**src/rtl/hamming_code_collector_if.sv**
```systemverilog
// Interface: hamming_code_collector_if
// Bundles the serial input handshake, the parallel codeword output handshake
// and the abort pulse of the Hamming codeword collector.
//   master : serial bit source / downstream consumer side (testbench, system)
//   slave  : the collector itself
// Signals:
//   in_valid, in_bit  -> serial bit offered to the collector
//   in_ready          <- collector can take a bit this cycle
//   out_valid,
//   out_code          <- complete codeword (CODE_W bits, first bit in MSB)
//   out_ready         -> downstream takes out_code this cycle
//   abort             <- one-cycle pulse, partial frame discarded
interface hamming_code_collector_if #(
    parameter int IP_BIT = 5
);
    localparam int CODE_W = IP_BIT + 4;

    logic              in_valid;
    logic              in_bit;
    logic              in_ready;
    logic              out_valid;
    logic              out_ready;
    logic [CODE_W-1:0] out_code;
    logic              abort;

    modport master (
        output in_valid, in_bit, out_ready,
        input  in_ready, out_valid, out_code, abort
    );

    modport slave (
        input  in_valid, in_bit, out_ready,
        output in_ready, out_valid, out_code, abort
    );
endinterface

```
**src/rtl/hamming_code_collector.sv**
```systemverilog
// Module: hamming_code_collector
// Serial-to-parallel front end for the Hamming decoder. Shifts IP_BIT+4
// codeword bits in MSB first, then moves the word into a one-entry holding
// register that is presented on out_code with a valid/ready handshake.
// When a second word completes while the holding register is still
// occupied, the word waits in the shift register and in_ready drops until
// the holding register drains.
// Ports:
//   clk    in  clock, rising edge
//   rst_n  in  asynchronous active-low reset
//   bus    slave modport of hamming_code_collector_if
//          (in_valid/in_bit/in_ready, out_valid/out_code/out_ready, abort)
module hamming_code_collector #(
    parameter int IP_BIT = 5
) (
    input  logic                     clk,
    input  logic                     rst_n,
    hamming_code_collector_if.slave  bus
);
    localparam int CODE_W = IP_BIT + 4;
    localparam int CNT_W  = $clog2(CODE_W + 1);

    typedef enum logic [1:0] {
        IDLE      = 2'd0,
        COLLECT   = 2'd1,
        FULL_WAIT = 2'd2
    } state_t;

    state_t            state_q, state_d;
    logic [CNT_W-1:0]  cnt_q, cnt_d;
    logic [CODE_W-1:0] shift_q, shift_d;
    logic [CODE_W-1:0] hold_q, hold_d;
    logic              ov_q, ov_d;
    logic              abort_q, abort_d;

    logic              in_ready;
    logic              accept;
    logic              drain;
    logic [CODE_W-1:0] shifted;

    // Only a completed word parked in the shift register blocks the source.
    assign in_ready = (state_q != FULL_WAIT);
    assign accept   = bus.in_valid && in_ready;
    assign drain    = ov_q && bus.out_ready;
    assign shifted  = {shift_q[CODE_W-2:0], bus.in_bit};

    assign bus.in_ready  = in_ready;
    assign bus.out_valid = ov_q;
    assign bus.out_code  = hold_q;
    assign bus.abort     = abort_q;

    always_ff @(posedge clk or negedge rst_n) begin
        if (!rst_n) begin
            state_q <= IDLE;
            cnt_q   <= '0;
            shift_q <= '0;
            hold_q  <= '0;
            ov_q    <= 1'b0;
            abort_q <= 1'b0;
        end else begin
            state_q <= state_d;
            cnt_q   <= cnt_d;
            shift_q <= shift_d;
            hold_q  <= hold_d;
            ov_q    <= ov_d;
            abort_q <= abort_d;
        end
    end

    always_comb begin
        state_d = state_q;
        cnt_d   = cnt_q;
        shift_d = shift_q;
        hold_d  = hold_q;
        // A transfer empties the holding register unless a load below refills it.
        ov_d    = ov_q && !bus.out_ready;
        abort_d = 1'b0;

        case (state_q)
            IDLE: begin
                if (accept) begin
                    shift_d = shifted;
                    cnt_d   = CNT_W'(1);
                    state_d = COLLECT;
                end
            end

            COLLECT: begin
                if (accept) begin
                    shift_d = shifted;
                    if (cnt_q == CNT_W'(CODE_W - 1)) begin
                        cnt_d = '0;
                        // Holding register free now or freed this cycle: load
                        // straight from the incoming bit, no bubble on out_valid.
                        if (!ov_q || drain) begin
                            hold_d  = shifted;
                            ov_d    = 1'b1;
                            state_d = IDLE;
                        end else begin
                            state_d = FULL_WAIT;
                        end
                    end else begin
                        cnt_d = cnt_q + 1'b1;
                    end
                end else begin
                    // Mid-frame gap: drop the partial word. Holding register
                    // and any concurrent out transfer are unaffected.
                    cnt_d   = '0;
                    abort_d = 1'b1;
                    state_d = IDLE;
                end
            end

            FULL_WAIT: begin
                if (drain) begin
                    hold_d  = shift_q;
                    ov_d    = 1'b1;
                    state_d = IDLE;
                end
            end

            default: begin
                state_d = IDLE;
                cnt_d   = '0;
            end
        endcase
    end
endmodule

```
**src/flat_wrapper.sv**
```systemverilog
// flat-port wrapper written by rule: the top's interface ports become plain ports
module hamming_code_collector_flat 
#(
    parameter int IP_BIT = 5
)
  (clk, rst_n, bus_in_valid, bus_in_bit, bus_out_ready, bus_in_ready, bus_out_valid, bus_out_code, bus_abort);
  hamming_code_collector_if #(.IP_BIT(IP_BIT)) bus_i ();
  input  logic clk;
  input  logic rst_n;
  input wire logic [$bits(bus_i.in_valid)-1:0] bus_in_valid;
  input wire logic [$bits(bus_i.in_bit)-1:0] bus_in_bit;
  input wire logic [$bits(bus_i.out_ready)-1:0] bus_out_ready;
  output wire logic [$bits(bus_i.in_ready)-1:0] bus_in_ready;
  output wire logic [$bits(bus_i.out_valid)-1:0] bus_out_valid;
  output wire logic [$bits(bus_i.out_code)-1:0] bus_out_code;
  output wire logic [$bits(bus_i.abort)-1:0] bus_abort;
  assign bus_i.in_valid = bus_in_valid;
  assign bus_i.in_bit = bus_in_bit;
  assign bus_i.out_ready = bus_out_ready;
  assign bus_in_ready = bus_i.in_ready;
  assign bus_out_valid = bus_i.out_valid;
  assign bus_out_code = bus_i.out_code;
  assign bus_abort = bus_i.abort;
  hamming_code_collector #(.IP_BIT(IP_BIT)) u_core (.clk(clk), .rst_n(rst_n), .bus(bus_i));
endmodule
```
**config.mk**
```make
export PLATFORM = sky130hd
export DESIGN_NAME = hamming_code_collector_flat
export DESIGN_NICKNAME = d
export VERILOG_FILES = /design/src/rtl/hamming_code_collector_if.sv /design/src/rtl/hamming_code_collector.sv /design/src/flat_wrapper.sv
export SDC_FILE = /design/constraint.sdc
export NUM_CORES = 1
export LEC_CHECK = 0
export ABC_AREA = 0
export CORE_MARGIN = 8
export CORE_UTILIZATION = 54
export DETAILED_ROUTE_END_ITERATION = 7
export GPL_TIMING_DRIVEN = 0
export PLACE_DENSITY = 0.83
export SYNTH_ARGS = -nofsm -noshare
export SYNTH_HDL_FRONTEND = slang
export SYNTH_SLANG_ARGS = --single-unit
```
**constraint.sdc**
```tcl
create_clock -name clk -period 2.2 [get_ports clk]
set_clock_uncertainty 0.05 [all_clocks]
set_input_delay 0.33 -clock clk [delete_from_list [all_inputs] [get_ports clk]]
set_output_delay 0.33 -clock clk [all_outputs]
set_load 0.01 [all_outputs]
```
==> out/qor.txt <==
STATUS
--------------------------------------------------------------------------------------
Status .................................................................. finished, final reports clean

SETUP PATH
--------------------------------------------------------------------------------------
Crit Path Class ......................................................... flop to output port
Cell with the most instances on the worst path .......................... sky130_fd_sc_hd__inv_1
Cell class contributing the biggest share of worst-path delay ........... buffers and inverters
Critical path data required time ........................................      1.82 ns
Buf+Inv Stages, Crit Path ...............................................            3
Critical Path Fanout Max ................................................            8
Cell breakdown of the critical path ..................................... inv_1, ha_2, inv_1, clkdlybuf4s50_1
Worst Setup End Kind ....................................................  output port
Data arrival time at the worst-slack endpoint ...........................      1.67 ns
Library cell contributing the largest single delay on the critical path . sky130_fd_sc_hd__clkdlybuf4s50_1
Startpoint type of the worst setup path .................................         flop
Stage delay of the slowest cell on the critical path ....................      0.47 ns

CLOCK TREE
--------------------------------------------------------------------------------------
CTS clk-pin slew, worst paths ...........................................      0.13 ns
Clock Path Buffers ......................................................            2
CTS tree ................................................................          yes
Clock tree sinks ........................................................           26
Count of H-tree levels built during CTS .................................            1
Count of cells resized by post-cts repair ...............................            0
Clock insertion delay at the later pin of the skew report ...............      0.31 ns
Number of setup buffers added after CTS .................................            0
Number of buffers created by CTS ........................................            3
Master cell of the clock root buffer .................................... sky130_fd_sc_hd__clkbuf_4
Hold Buf Count CTS ......................................................            0

SYNTHESIS
--------------------------------------------------------------------------------------
Warnings from Yosys .....................................................            0
Synthesis-stage register bit count ......................................           26
Post-Synthesis Net Count ................................................          113
Sequential area share after synthesis ...................................       0.4878
Portion of synthesized cell area occupied by the leading cell type ......       0.4878
Adder-cell share of the synthesized area ................................      0.05629
Cell count after synthesis ..............................................          102
Area fraction in compound gates after synthesis .........................      0.08443
Multiplexer fraction of the synthesized cell area .......................       0.2280
Biggest area consumer among synthesized cells ........................... sky130_fd_sc_hd__dfrtp_1
Simple-gate portion of the synthesized area .............................       0.1107
Top cells by area in the synthesized netlist ............................ sky130_fd_sc_hd__dfrtp_1 49%, sky130_fd_sc_hd__mux2_2 23%, sky130_fd_sc_hd__ha_1 5.6%
Average instance area after synthesis ...................................    13.08 µm²
Dominant combinational cell family by area after synthesis .............. multiplexers
Post-Synth XOR/XNOR Area ................................................     0.006567
Count of cell types in the netlist ......................................           31
Netlist area before placement ...........................................     1334 µm²

TIMING
--------------------------------------------------------------------------------------
Final period demand of the worst path ...................................     2.054 ns
Max Slew Vio Count ......................................................            0
Fraction of the cycle the final worst path needs ........................       0.9335
Relative slew margins ...................................................       0.2395
Maximum clock frequency .................................................    486.9 MHz
Worst hold margin .......................................................    0.4758 ns
Number of setup violations in the final report ..........................            0
Unrepaired setup endpoints after global routing .........................           no
Final hold vios .........................................................            0
Slew of the pin with the lowest slew margin .............................     1.137 ns
Setup TNS ...............................................................         0 ns

DETAILED ROUTING
--------------------------------------------------------------------------------------
DRC violation total after the first TritonRoute iteration ...............           21
Via total after detailed routing ........................................          836
Detailed-routing iteration count for the pre-antenna-repair pass ........            3
Vias per Instance .......................................................        5.536
DRT Wirelength ..........................................................      2365 µm
WL per Instance .........................................................     15.66 µm
Residual antenna-violating net count after detailed routing .............            0
Total DRC errors in the routed layout ...................................            0

GLOBAL ROUTING
--------------------------------------------------------------------------------------
Via count of the first global-routing pass ..............................          891
Aggregate global routing overflow .......................................            0
First-pass GRT wire length ..............................................      4036 µm
Largest net degree at the start of global routing .......................           27
Global routing usage summed across all routing layers ...................       0.1173
Initial antenna violation count .........................................            0

FLOORPLAN
--------------------------------------------------------------------------------------
Width of the chip .......................................................     65.70 µm
Die span in y ...........................................................     65.70 µm
Die area ................................................................     4316 µm²
Number of rows created at floorplan .....................................           18
Area of the core ........................................................     2410 µm²
I/O pin count ...........................................................           17
Initial core utilization ................................................       0.5535

FINAL LAYOUT
--------------------------------------------------------------------------------------
Share of cells above drive strength 1 ...................................       0.3388
Design area .............................................................     1556 µm²
Fill count ..............................................................          188
Area growth syn-to-layout ...............................................       16.70%
Count of inserted antenna diode cells ...................................            0
Total number of nets in the final design ................................          134
Post-Layout Cell Count ..................................................          151

MIN PATH
--------------------------------------------------------------------------------------
Worst min path class .................................................... flop to flop

RUN
--------------------------------------------------------------------------------------
Count of max-cap constraint violations ..................................            0

PLACEMENT
--------------------------------------------------------------------------------------
Buffers on Ports ........................................................           16
Standard cell area after detailed placement .............................     1531 µm²
Placed cell count .......................................................          148
Final weighted congestion in routability-driven placement ...............       0.8201
Placed wire-length estimate .............................................      1763 µm

POWER
--------------------------------------------------------------------------------------
Power Density ...........................................................  1226 nW/µm²
Max VDD drop ............................................................     809.3 µV
Static leakage .......................................................... 0.0006692 µW

==> cell usage after synthesis, drive strengths merged <==
master    n
a21o      1
nand2b    1
o22ai     2
o211ai    1
xnor2     1
buf       1
inv       7
and2      1
clkbuf    1
a211oi    1
nor2      3
dfrtp    26
nand3b    2
mux2     27
a21oi     1
o32a      1
nor3b     2
and3      1
nor2b     2
nand2     3
nand3     4
ha        6
o21ai     4
o2bb2ai   1
a21boi    1
a22o      1
==> cells by family (layout without fill, tap and decap cells) <==
family / after synthesis / after routing
adder cells (fa/ha/maj): 6 / 6
XOR/XNOR: 1 / 1
AO/OA/AOI/OAI: 14 / 14
flip-flops: 26 / 26
buffers and inverters: 9 / 28
multiplexers: 27 / 27
AND/OR/NAND/NOR: 19 / 19
==> per-layer routing <==
metal  vias up  part of all wire  GRT usage  routed length, µm
met2        16              0.52     0.2046               1219
met4         0             0.011    0.03270                 27
met5         -                 0          0                  0
met3         4             0.069    0.04932                163
li1        399                 -          -                  -
met1       417              0.40     0.1262                954
==> final cells by class <==
type                    instances  area (µm²)  area share
inverters                       7       26.28     0.01688
plain buffers                   2       8.758    0.005627
repair buffers                 16       160.2      0.1029
well taps                      30       37.54     0.02412
multi-input cells              67       650.6      0.4180
flip-flops and latches         26       650.6      0.4180
clock buffers                   3       22.52     0.01447
==> metrics by stage <==
stage               utilization  total power (µW)  worst slack [ns]
finish                   0.6459              1909            0.1462
global route             0.6459              2055           0.07197
CTS                      0.6449              1938           0.05049
detailed placement       0.6355              1738            0.2458
global placement         0.6355              1686            0.2857
floorplan                     -              1403            0.4799
==> placed cells by master (no fill, tap or decap), drive strengths merged, types with 3 or more instances in the layout <==
cell type | netlist | routed
o21ai | 4 | 4
nand2 | 3 | 3
clkbuf | 1 | 4
clkdlybuf4s50 | 0 | 16
mux2 | 27 | 27
nor2 | 3 | 3
inv | 7 | 7
ha | 6 | 6
dfrtp | 26 | 26
nand3 | 4 | 4
==> sequential cells by signal (all words and copies together) (netlist names) <==
name / count
u_core.bus.out_valid: 1
u_core.state_q: 2
u_core.cnt_q: 4
u_core.shift_q: 9
u_core.bus.abort: 1
u_core.bus.out_code: 9
==> power breakdown <==
part | total (µW) | switching, µW | internal, µW | leakage [µW]
clock | 197 | 133 | 64.1 | 0.0000138
combinational | 879 | 358 | 520 | 0.000336
sequential | 833 | 146 | 687 | 0.000319
==> path summary, 6_finish.rpt <==
path | from | endpoint | slack, ns | cells after the start
max | u_core.state_q[0] | bus_in_ready | 0.15 | 4
min | u_core.bus.out_code[7] | u_core.bus.out_code[7] | 0.48 | 1
max reg2reg | u_core.state_q[0] | u_core.bus.out_code[3] | 0.29 | 5
min reg2reg | u_core.bus.out_code[7] | u_core.bus.out_code[7] | 0.48 | 1
max in group asynchronous | rst_n | u_core.bus.out_valid | 0.87 | 1
min in group asynchronous | rst_n | u_core.bus.abort | 0.56 | 1
No activity file was read; power rests on OpenSTA's default activity.
